### src/rtl/kmap_lut_pkg.sv
// kmap_lut_pkg: shared types and constants for the programmable K-map engine.
// Optional hit counter is enabled with the KMAP_LUT_HITCNT_EN macro.
package kmap_lut_pkg;

  typedef enum logic [1:0] {
    UNCFG = 2'd0,
    LOAD  = 2'd1,
    RUN   = 2'd2
  } state_t;

  localparam int HITCNT_W = 16;

  // Table depth for an n-input function: one entry per minterm.
  function automatic int depth(input int n);
    return 1 << n;
  endfunction

endpackage

### src/rtl/kmap_lut_table.sv
// kmap_lut_table: N_CH x DEPTH flop storage. Write port is used during
// table load; read port is purely combinational so the top can register it.
module kmap_lut_table
  import kmap_lut_pkg::*;
#(
  parameter int N_IN = 4,
  parameter int N_CH = 2
) (
  input  logic            clk,
  input  logic            reset,
  input  logic            we,
  input  logic [N_IN-1:0] waddr,
  input  logic [N_CH-1:0] wdata,
  input  logic [N_IN-1:0] raddr,
  output logic [N_CH-1:0] rdata
);

  localparam int DEPTH = depth(N_IN);

  // One word per minterm; bit k of a word belongs to channel k.
  logic [N_CH-1:0] mem [DEPTH];

  // Storage: reset clears every entry so dout never carries X.
  always_ff @(posedge clk or posedge reset) begin
    if (reset) begin
      for (int i = 0; i < DEPTH; i++) begin
        mem[i] <= '0;
      end
    end else if (we) begin
      mem[waddr] <= wdata;
    end
  end

  // Address width equals N_IN, so every in_vec maps to a real entry.
  assign rdata = mem[raddr];

endmodule

### src/rtl/kmap_lut_engine.sv
// kmap_lut_engine: run-time loadable N_IN-input, N_CH-output truth table
// evaluator with a serial config port and a 1-entry registered output stage.
// Define KMAP_LUT_HITCNT_EN to add the saturating hit_count output.
module kmap_lut_engine
  import kmap_lut_pkg::*;
#(
  parameter int N_IN = 4,
  parameter int N_CH = 2
) (
  input  logic                clk,
  input  logic                reset,
  input  logic                cfg_start,
  input  logic                cfg_valid,
  input  logic [N_CH-1:0]     cfg_data,
  output logic                cfg_ready,
  output logic                cfg_done,
  input  logic                in_valid,
  input  logic [N_IN-1:0]     in_vec,
  output logic                in_ready,
  output logic                out_valid,
  input  logic                out_ready,
  output logic [N_CH-1:0]     dout,
`ifdef KMAP_LUT_HITCNT_EN
  output logic [HITCNT_W-1:0] hit_count,
`endif
  output logic                busy
);

  state_t          state;
  state_t          next_state;
  logic [N_IN-1:0] cnt;
  logic [N_CH-1:0] rdata;
  logic            beat;
  logic            last_beat;
  logic            accept;

  assign beat      = cfg_valid & cfg_ready;
  assign last_beat = beat & (&cnt);
  assign accept    = in_valid & in_ready;

  kmap_lut_table #(
    .N_IN (N_IN),
    .N_CH (N_CH)
  ) u_table (
    .clk   (clk),
    .reset (reset),
    .we    (beat),
    .waddr (cnt),
    .wdata (cfg_data),
    .raddr (in_vec),
    .rdata (rdata)
  );

  // State register.
  always_ff @(posedge clk or posedge reset) begin
    if (reset) begin
      state <= UNCFG;
    end else begin
      state <= next_state;
    end
  end

  // Next state: cfg_start always (re)enters LOAD; the last beat enters RUN.
  always_comb begin
    next_state = state;
    case (state)
      UNCFG: if (cfg_start) next_state = LOAD;
      LOAD: begin
        if (cfg_start) next_state = LOAD;
        else if (last_beat) next_state = RUN;
      end
      RUN: if (cfg_start) next_state = LOAD;
      default: next_state = UNCFG;
    endcase
  end

  // Handshake outputs; a cfg_start beat is never taken as data or input.
  always_comb begin
    cfg_ready = 1'b0;
    in_ready  = 1'b0;
    busy      = 1'b1;
    case (state)
      LOAD: cfg_ready = ~cfg_start;
      RUN: begin
        busy     = 1'b0;
        in_ready = ~cfg_start & (~out_valid | out_ready);
      end
      default: ;
    endcase
  end

  // Minterm counter: restarts on cfg_start, wraps to 0 after the last beat.
  always_ff @(posedge clk or posedge reset) begin
    if (reset) begin
      cnt <= '0;
    end else if (cfg_start) begin
      cnt <= '0;
    end else if (beat) begin
      cnt <= cnt + N_IN'(1);
    end
  end

  // Load-complete pulse lands on the first RUN cycle.
  always_ff @(posedge clk or posedge reset) begin
    if (reset) begin
      cfg_done <= 1'b0;
    end else begin
      cfg_done <= last_beat;
    end
  end

  // Output register: accept replaces, consume empties, cfg_start discards.
  always_ff @(posedge clk or posedge reset) begin
    if (reset) begin
      out_valid <= 1'b0;
      dout      <= '0;
    end else if (cfg_start || state != RUN) begin
      out_valid <= 1'b0;
    end else if (accept) begin
      out_valid <= 1'b1;
      dout      <= rdata;
    end else if (out_ready) begin
      out_valid <= 1'b0;
    end
  end

`ifdef KMAP_LUT_HITCNT_EN
  // Saturating count of consumed results whose channel 0 bit is set.
  always_ff @(posedge clk or posedge reset) begin
    if (reset) begin
      hit_count <= '0;
    end else if (cfg_start) begin
      hit_count <= '0;
    end else if (out_valid && out_ready && dout[0] && (hit_count != '1)) begin
      hit_count <= hit_count + HITCNT_W'(1);
    end
  end
`endif

endmodule

### config.mk
export PLATFORM = sky130hd
export DESIGN_NAME = kmap_lut_engine
export DESIGN_NICKNAME = d
export VERILOG_FILES = /design/src/rtl/kmap_lut_pkg.sv /design/src/rtl/kmap_lut_table.sv /design/src/rtl/kmap_lut_engine.sv
export SDC_FILE = /design/constraint.sdc
export NUM_CORES = 1
export LEC_CHECK = 0
export CAP_MARGIN = 20
export CORE_MARGIN = 4
export CORE_UTILIZATION = 51
export DETAILED_ROUTE_END_ITERATION = 6
export MAX_ROUTING_LAYER = met4
export PLACE_DENSITY_LB_ADDON = 0.08
export SLEW_MARGIN = 20
export SYNTH_ARGS = -nofsm -noshare
export SYNTH_HDL_FRONTEND = slang
export SYNTH_SLANG_ARGS = --single-unit
### constraint.sdc
create_clock -name clk -period 1.6 [get_ports clk]
set_clock_uncertainty 0.15 [all_clocks]
set_input_delay 0.16 -clock clk [delete_from_list [all_inputs] [get_ports clk]]
set_output_delay 0.16 -clock clk [all_outputs]
set_load 0.005 [all_outputs]
==> flow_metrics.env, run 1 <==
export IMPL_maxSlewViolCount=0
export IMPL_drt_total_wl_mm=4.49
export IMPL_ff_latch_area_um2=1050
export IMPL_clock_sink_count=42
export IMPL_outcome="finished, violations left"
export IMPL_grt_start_max_net_pins=43
export IMPL_cts_htree_levels=2
export IMPL_crit_path_max_fanout=6
export IMPL_wl_per_cell_um=18.4
export IMPL_worstMarginPinSlew_ns=0.359
export IMPL_io_buffers=18
export IMPL_fp_dieArea_um2=5190
export IMPL_setup_violations_final=18
export IMPL_worstRegToRegCells=4
export IMPL_stdcell_count=244
export IMPL_grt_setup_unrepaired="yes"
export IMPL_hp_class="primary input to async pin"
export IMPL_crit_buf_inv=0
export IMPL_synth_warning_count=0
export IMPL_finalWeightedCongestion=0.791
export IMPL_worst_endpoint_required_time_ns=1.63
export IMPL_clkSlewWorstSetupHoldPaths_ns=0.08
export IMPL_dp_final_hpwl_mm=3.26
export IMPL_hold_viol=0
export IMPL_setup_tns_ns=-0.820
export IMPL_power_static_leakage_uw=0.00126
export IMPL_report_power_total_uw=2310
export IMPL_ys_flop_type="dfrtp_1"
export IMPL_ctsLongestPathBuffers=2
export IMPL_detail_route_vias_per_cell=5.56
export IMPL_worstSkewPairLatency_ns=0.29
export IMPL_synth_cell_type_count=37
export IMPL_worst_path_dominant_cell_family="simple AND/OR/NAND/NOR gates"
export IMPL_critical_path_reg2reg_endpoint="u_table.mem[25]"
export IMPL_start_util_pct=52.7
export IMPL_asyncSetResetFlopFracSynth_pct=100
export IMPL_row_count=23
export IMPL_synth_area_per_cell_um2=13.2
export IMPL_p_per_area_nw_per_um2=878
export IMPL_detail_route_iter0_violations=82
export IMPL_vias=1357
export IMPL_synth_top_cell_by_area="dfrtp_1"
export IMPL_floorplan_die_width_um=72.0
export IMPL_number_of_buffers_inserted_during_clock_tree_synthesis=5
export IMPL_violated_checks="negative setup slack"
export IMPL_max_stage_delay_ns=0.38
export IMPL_slew_headroom_pct=76.0
export IMPL_synth_nets=174
export IMPL_cp_data_arrival_time_ns=1.74
export IMPL_placed_cells=234
export IMPL_cap_viol_max_count=0
export IMPL_peakVddDrop_mv=0.523
export IMPL_antenna_violations_before_repair=0
export IMPL_n_antenna_cell=0
export IMPL_achievable_frequency_ghz=0.584
export IMPL_holdWs_ns=0.0711
export IMPL_setup_worst_path_class="flop to flop"
export IMPL_count_of_flip_flops_with_a_built_in_enable_after_synthesis=0
export IMPL_final_stage_net_count=209
export IMPL_setup_slack_ns=-0.111
export IMPL_drt_drc_violations_left=0
export IMPL_drive_above_1_share_pct=45.4
export IMPL_filler_cell_count=304
export IMPL_area_used_by_multi_input_combinational_logic_um2=1060
export IMPL_tritoncts_clock_tree="built"
export IMPL_area_delta_synth_final_pct=25.5
export IMPL_drt_antenna_violating_nets=0
export IMPL_design_core_area_um2=3970
export IMPL_rr_startpoint="state[1]"
export IMPL_globalRouteTotalUtil_pct=20.1
export IMPL_final_min_period_over_clock_period_pct=107
export IMPL_grt_pass1_vias=1472
export IMPL_synth_most_common_cell="dfrtp_1"
export IMPL_critical_path_slowest_cell="dfrtp_1"
export IMPL_syn_instance_count=158
export IMPL_drt_first_pass_iters=4
export IMPL_final_util_pct=66.1
export IMPL_critical_path_endpoint_type="flop"
export IMPL_syn_cell_area_um2=2090
export IMPL_cts_root_buf="clkbuf_8"
export IMPL_crit_chain="and4bb_4 -> and2_4 -> nor3b_4 -> mux2_4"
export IMPL_grt_pass1_wl_mm=7.62
export IMPL_dieHeight_um=72.0
export IMPL_netlist_area_leader_share_pct=50.2
export IMPL_yosysSeqAreaShare_pct=50.2
export IMPL_number_of_synthesized_register_bits=42
export IMPL_yosys_top_cells_count="dfrtp_1 (42), mux2_2 (31), nand2_1 (16)"
export IMPL_critical_path_startpoint_type="flop"
export IMPL_grt_overflow_total=0
export IMPL_layout_min_cycle_time_ns=1.71
export IMPL_worst_r2r_setup_slack_ns=-0.11
export IMPL_top_level_ports=19
export IMPL_synth_area_top_cells="dfrtp_1 (50%), mux2_2 (17%), mux4_1 (7.5%), nand2_1 (2.9%), ha_1 (2.4%)"
==> how the worst max path moves through the flow <==
stage / startpoint / endpoint / slack [ns] / cells after the start
after detailed placement: in_vec[0] / dout[1] / -0.50 / 5
after global placement: in_vec[0] / dout[1] / -0.43 / 5
final: state[1] / u_table.mem[25] / -0.11 / 4
after CTS: state[1] / u_table.mem[25] / -0.15 / 4
after global routing: state[1] / u_table.mem[25] / -0.16 / 4
after floorplan: state[1] / u_table.mem[24] / -0.11 / 4
==> per-layer routing <==
| metal | wire length [um] | share of wire (%) | GRT usage [%] |
|---|---|---|---|
| met4 | 68 | 1.5 | 6.68 |
| met1 | 2060 | 46 | 26.8 |
| met3 | 163 | 3.6 | 5.54 |
| met2 | 2200 | 49 | 30.0 |
| met5 | 0 | 0 | - |
==> tightest hold or removal path, cell delays in order <==
cell and delay (ns):
clkdlybuf4s50_1 0.40, inv_1 0.09, buf_12 0.24
==> flip-flops by register name (all words and copies together), names as in the netlist <==
name / cells
cnt: 4
u_table.mem: 32
dout: 2
out_valid: 1
state: 2
cfg_done: 1
==> where the power goes <==
group | total (uW) | internal (uW) | leakage [uW] | switching [uW]
sequential | 1190 | 1140 | 0.000564 | 49.8
clock | 793 | 436 | 0.0000575 | 357
combinational | 319 | 181 | 0.000640 | 138
==> kinds of logic after synthesis <==
kind of cell,synth area share (%)
AOI/OAI and AO/OA,2.81
xor gates and xnor gates,1.26
adders and majority gates,2.39
buffers and inverters,3.17
DFF,50.2
muxes,27.7
and+or+nand+nor,12.4
==> layout by cell type (no fill, tap or decap), types with 2 or more instances in the layout <==
cell             Yosys  final
clkbuf_2             1      2
dfrtp_1             42     42
nor2b_1              2      2
nand2_1             16      5
nor2_1               5      5
and3b_2              0      2
mux2_2              31     30
inv_1                6      5
mux2_4               0      3
xnor2_1              2      2
nor3b_4              0      2
mux2i_1              5      5
mux4_1               6      5
nand2_2              0     10
nor3_1               2      2
o2111ai_1            2      2
nand3_2              2      2
ha_1                 4      3
dlygate4sd2_1        0      2
buf_4                1     16
clkbuf_8             0      8
nand3b_1             3      3
clkdlybuf4s50_1      0     13
a31oi_1              2      2
==> what timing repair did <==
action / CTS / global route
pin swaps: 3 / 4
setup endpoints to repair: 37 / 38
buffers inserted: 3 / 0
gates resized for setup: 19 / 18
hold buffers: 0 / 0
==> final cells by class <==
type	instances	share of cell area, %
clock buffer	8	4.19
multi-input combinational	102	40.4
inverter	6	0.858
timing repair buffer	36	12.2
tap	50	2.38
sequential	42	40.0
==> through the flow <==
stage | worst slack (ns) | cell area (um^2)
after CTS | -0.145 | 2580
after detailed placement | -0.504 | 2430
after global routing | -0.163 | 2630
after global placement | -0.434 | 2430
after floorplan | -0.108 | 2100
final | -0.111 | 2630
No activity file was read; power rests on OpenSTA's default activity.
==> run 2: changes to the inputs <==
--- a/config.mk
+++ b/config.mk
@@ -15,3 +15,4 @@
 export SYNTH_ARGS = -nofsm -noshare
 export SYNTH_HDL_FRONTEND = slang
 export SYNTH_SLANG_ARGS = --single-unit
+export TNS_END_PERCENT = 5
==> flow_metrics.env, run 2 (same netlist as run 1, synthesis figures left out) <==
export IMPL_setup_violations_final=34
export IMPL_layout_cells_most_common_list="dfrtp_1 (42), mux2_2 (31), buf_4 (16), clkdlybuf4s50_1 (13), nand2_1 (12)"
export IMPL_grt_overflow_total=0
export IMPL_peakVddDrop_mv=0.522
export IMPL_critical_path_endpoint_type="flop"
export IMPL_drt_total_wl_mm=4.46
export IMPL_setup_slack_ns=-0.163
export IMPL_n_antenna_cell=0
export IMPL_detail_route_vias_per_cell=5.67
export IMPL_final_stage_net_count=210
export IMPL_clkSlewWorstSetupHoldPaths_ns=0.08
export IMPL_globalRouteTotalUtil_pct=19.6
export IMPL_stdcell_count=245
export IMPL_critPathLaunch="state[1]"
export IMPL_worstSkewPairLatency_ns=0.29
export IMPL_top_reg_by_flops="u_table.mem"
export IMPL_io_buffers=18
export IMPL_critical_path_startpoint_type="flop"
export IMPL_drt_first_pass_iters=4
export IMPL_detail_route_iter0_violations=85
export IMPL_placed_cells=234
export IMPL_floorplan_die_width_um=72.0
export IMPL_final_min_period_over_clock_period_pct=110
export IMPL_fp_dieArea_um2=5190
export IMPL_layout_min_cycle_time_ns=1.76
export IMPL_number_of_buffers_inserted_during_clock_tree_synthesis=5
export IMPL_start_util_pct=52.7
export IMPL_largest_reg_flops=32
export IMPL_vias=1389
export IMPL_achievable_frequency_ghz=0.567
export IMPL_area_delta_synth_final_pct=25.0
export IMPL_p_per_area_nw_per_um2=879
export IMPL_cts_root_buf="clkbuf_8"
export IMPL_rr_startpoint="state[1]"
export IMPL_top_regs="u_table.mem: 32 flops, cnt: 4 flops"
export IMPL_holdWs_ns=0.0716
export IMPL_drt_drc_violations_left=0
export IMPL_dieHeight_um=72.0
export IMPL_layout_cells_most_common="dfrtp_1"
export IMPL_outcome="finished, violations left"
export IMPL_finalWeightedCongestion=0.791
export IMPL_worstMarginPinSlew_ns=0.356
export IMPL_worst_endpoint_required_time_ns=1.63
export IMPL_grt_pass1_wl_mm=7.45
export IMPL_slew_headroom_pct=76.2
export IMPL_dp_final_hpwl_mm=3.26
export IMPL_antenna_violations_before_repair=0
export IMPL_setup_worst_path_class="flop to flop"
export IMPL_tritoncts_clock_tree="built"
export IMPL_clock_sink_count=42
export IMPL_cp_data_arrival_time_ns=1.80
export IMPL_hold_viol=0
export IMPL_drt_antenna_violating_nets=0
export IMPL_grt_pass1_vias=1461
export IMPL_grt_start_max_net_pins=43
export IMPL_cap_viol_max_count=0
export IMPL_violated_checks="negative setup slack"
export IMPL_crit_path_max_fanout=6
export IMPL_maxSlewViolCount=0
export IMPL_hp_class="primary input to async pin"
export IMPL_area_used_by_multi_input_combinational_logic_um2=1040
export IMPL_top_level_ports=19
export IMPL_preCtsSetupSlack_ns=-0.504
export IMPL_wl_per_cell_um=18.2
export IMPL_row_count=23
export IMPL_ff_latch_area_um2=1050
export IMPL_report_power_total_uw=2300
export IMPL_design_core_area_um2=3970
export IMPL_drive_above_1_share_pct=42.1
export IMPL_power_static_leakage_uw=0.00126
export IMPL_filler_cell_count=293
export IMPL_grt_setup_unrepaired="yes"
export IMPL_cts_htree_levels=2
export IMPL_ctsLongestPathBuffers=2
export IMPL_final_util_pct=65.8
==> run 2: power by group <==
part	total [uW]	internal [uW]	switching, uW
Combinational	310	178	132
Clock	797	436	361
Sequential	1190	1140	49.0
==> run 2: final timing paths <==
kind | to | slack (ns) | cells past startpoint
min | u_table.mem[26] | 0.07 | 3
max reg2reg | u_table.mem[25] | -0.16 | 4
min reg2reg | u_table.mem[10] | 0.36 | 1
max | u_table.mem[25] | -0.16 | 4
min in group clk | out_valid | 0.34 | 3
max in group asynchronous | u_table.mem[7] | 1.03 | 3
==> run 2: metal layers <==
metal  track usage, %  up-vias  routed length [um]
met5                -        -                   0
met4             6.05        0                  70
met3             5.26       10                 163
met2             29.6       29                2140
met1             26.1      711                2090
li1                 -      639                   -
==> run 2: final cells by class <==
type	instances	share of cell area, %
clock buffers	8	4.21
flip-flops and latches	42	40.2
repair buffers	37	12.4
multi-input cells	102	39.9
well taps	50	2.39
inverters	6	0.861
==> run 2: repair_timing <==
item,CTS,global route
setup buffers,0,3
pin swaps,0,3
endpoints found under the hold margin,0,0
setup endpoints to repair,37,37
resized for setup,9,22
hold buffers,0,0
==> run 2: worst max-delay path, cell delays in order (launching register included) <==
cell and delay (ns):
dfrtp_1 0.39, and4bb_2 0.37, and2_4 0.18, nor3b_4 0.23, mux2_4 0.32
==> run 2: per-stage QoR <==
stage | area (um^2) | TNS, ns
floorplan | 2100 | -0.217
global placement | 2430 | -9.85
detailed placement | 2430 | -10.77
CTS | 2530 | -1.85
global route | 2620 | -4.03
finish | 2620 | -2.13
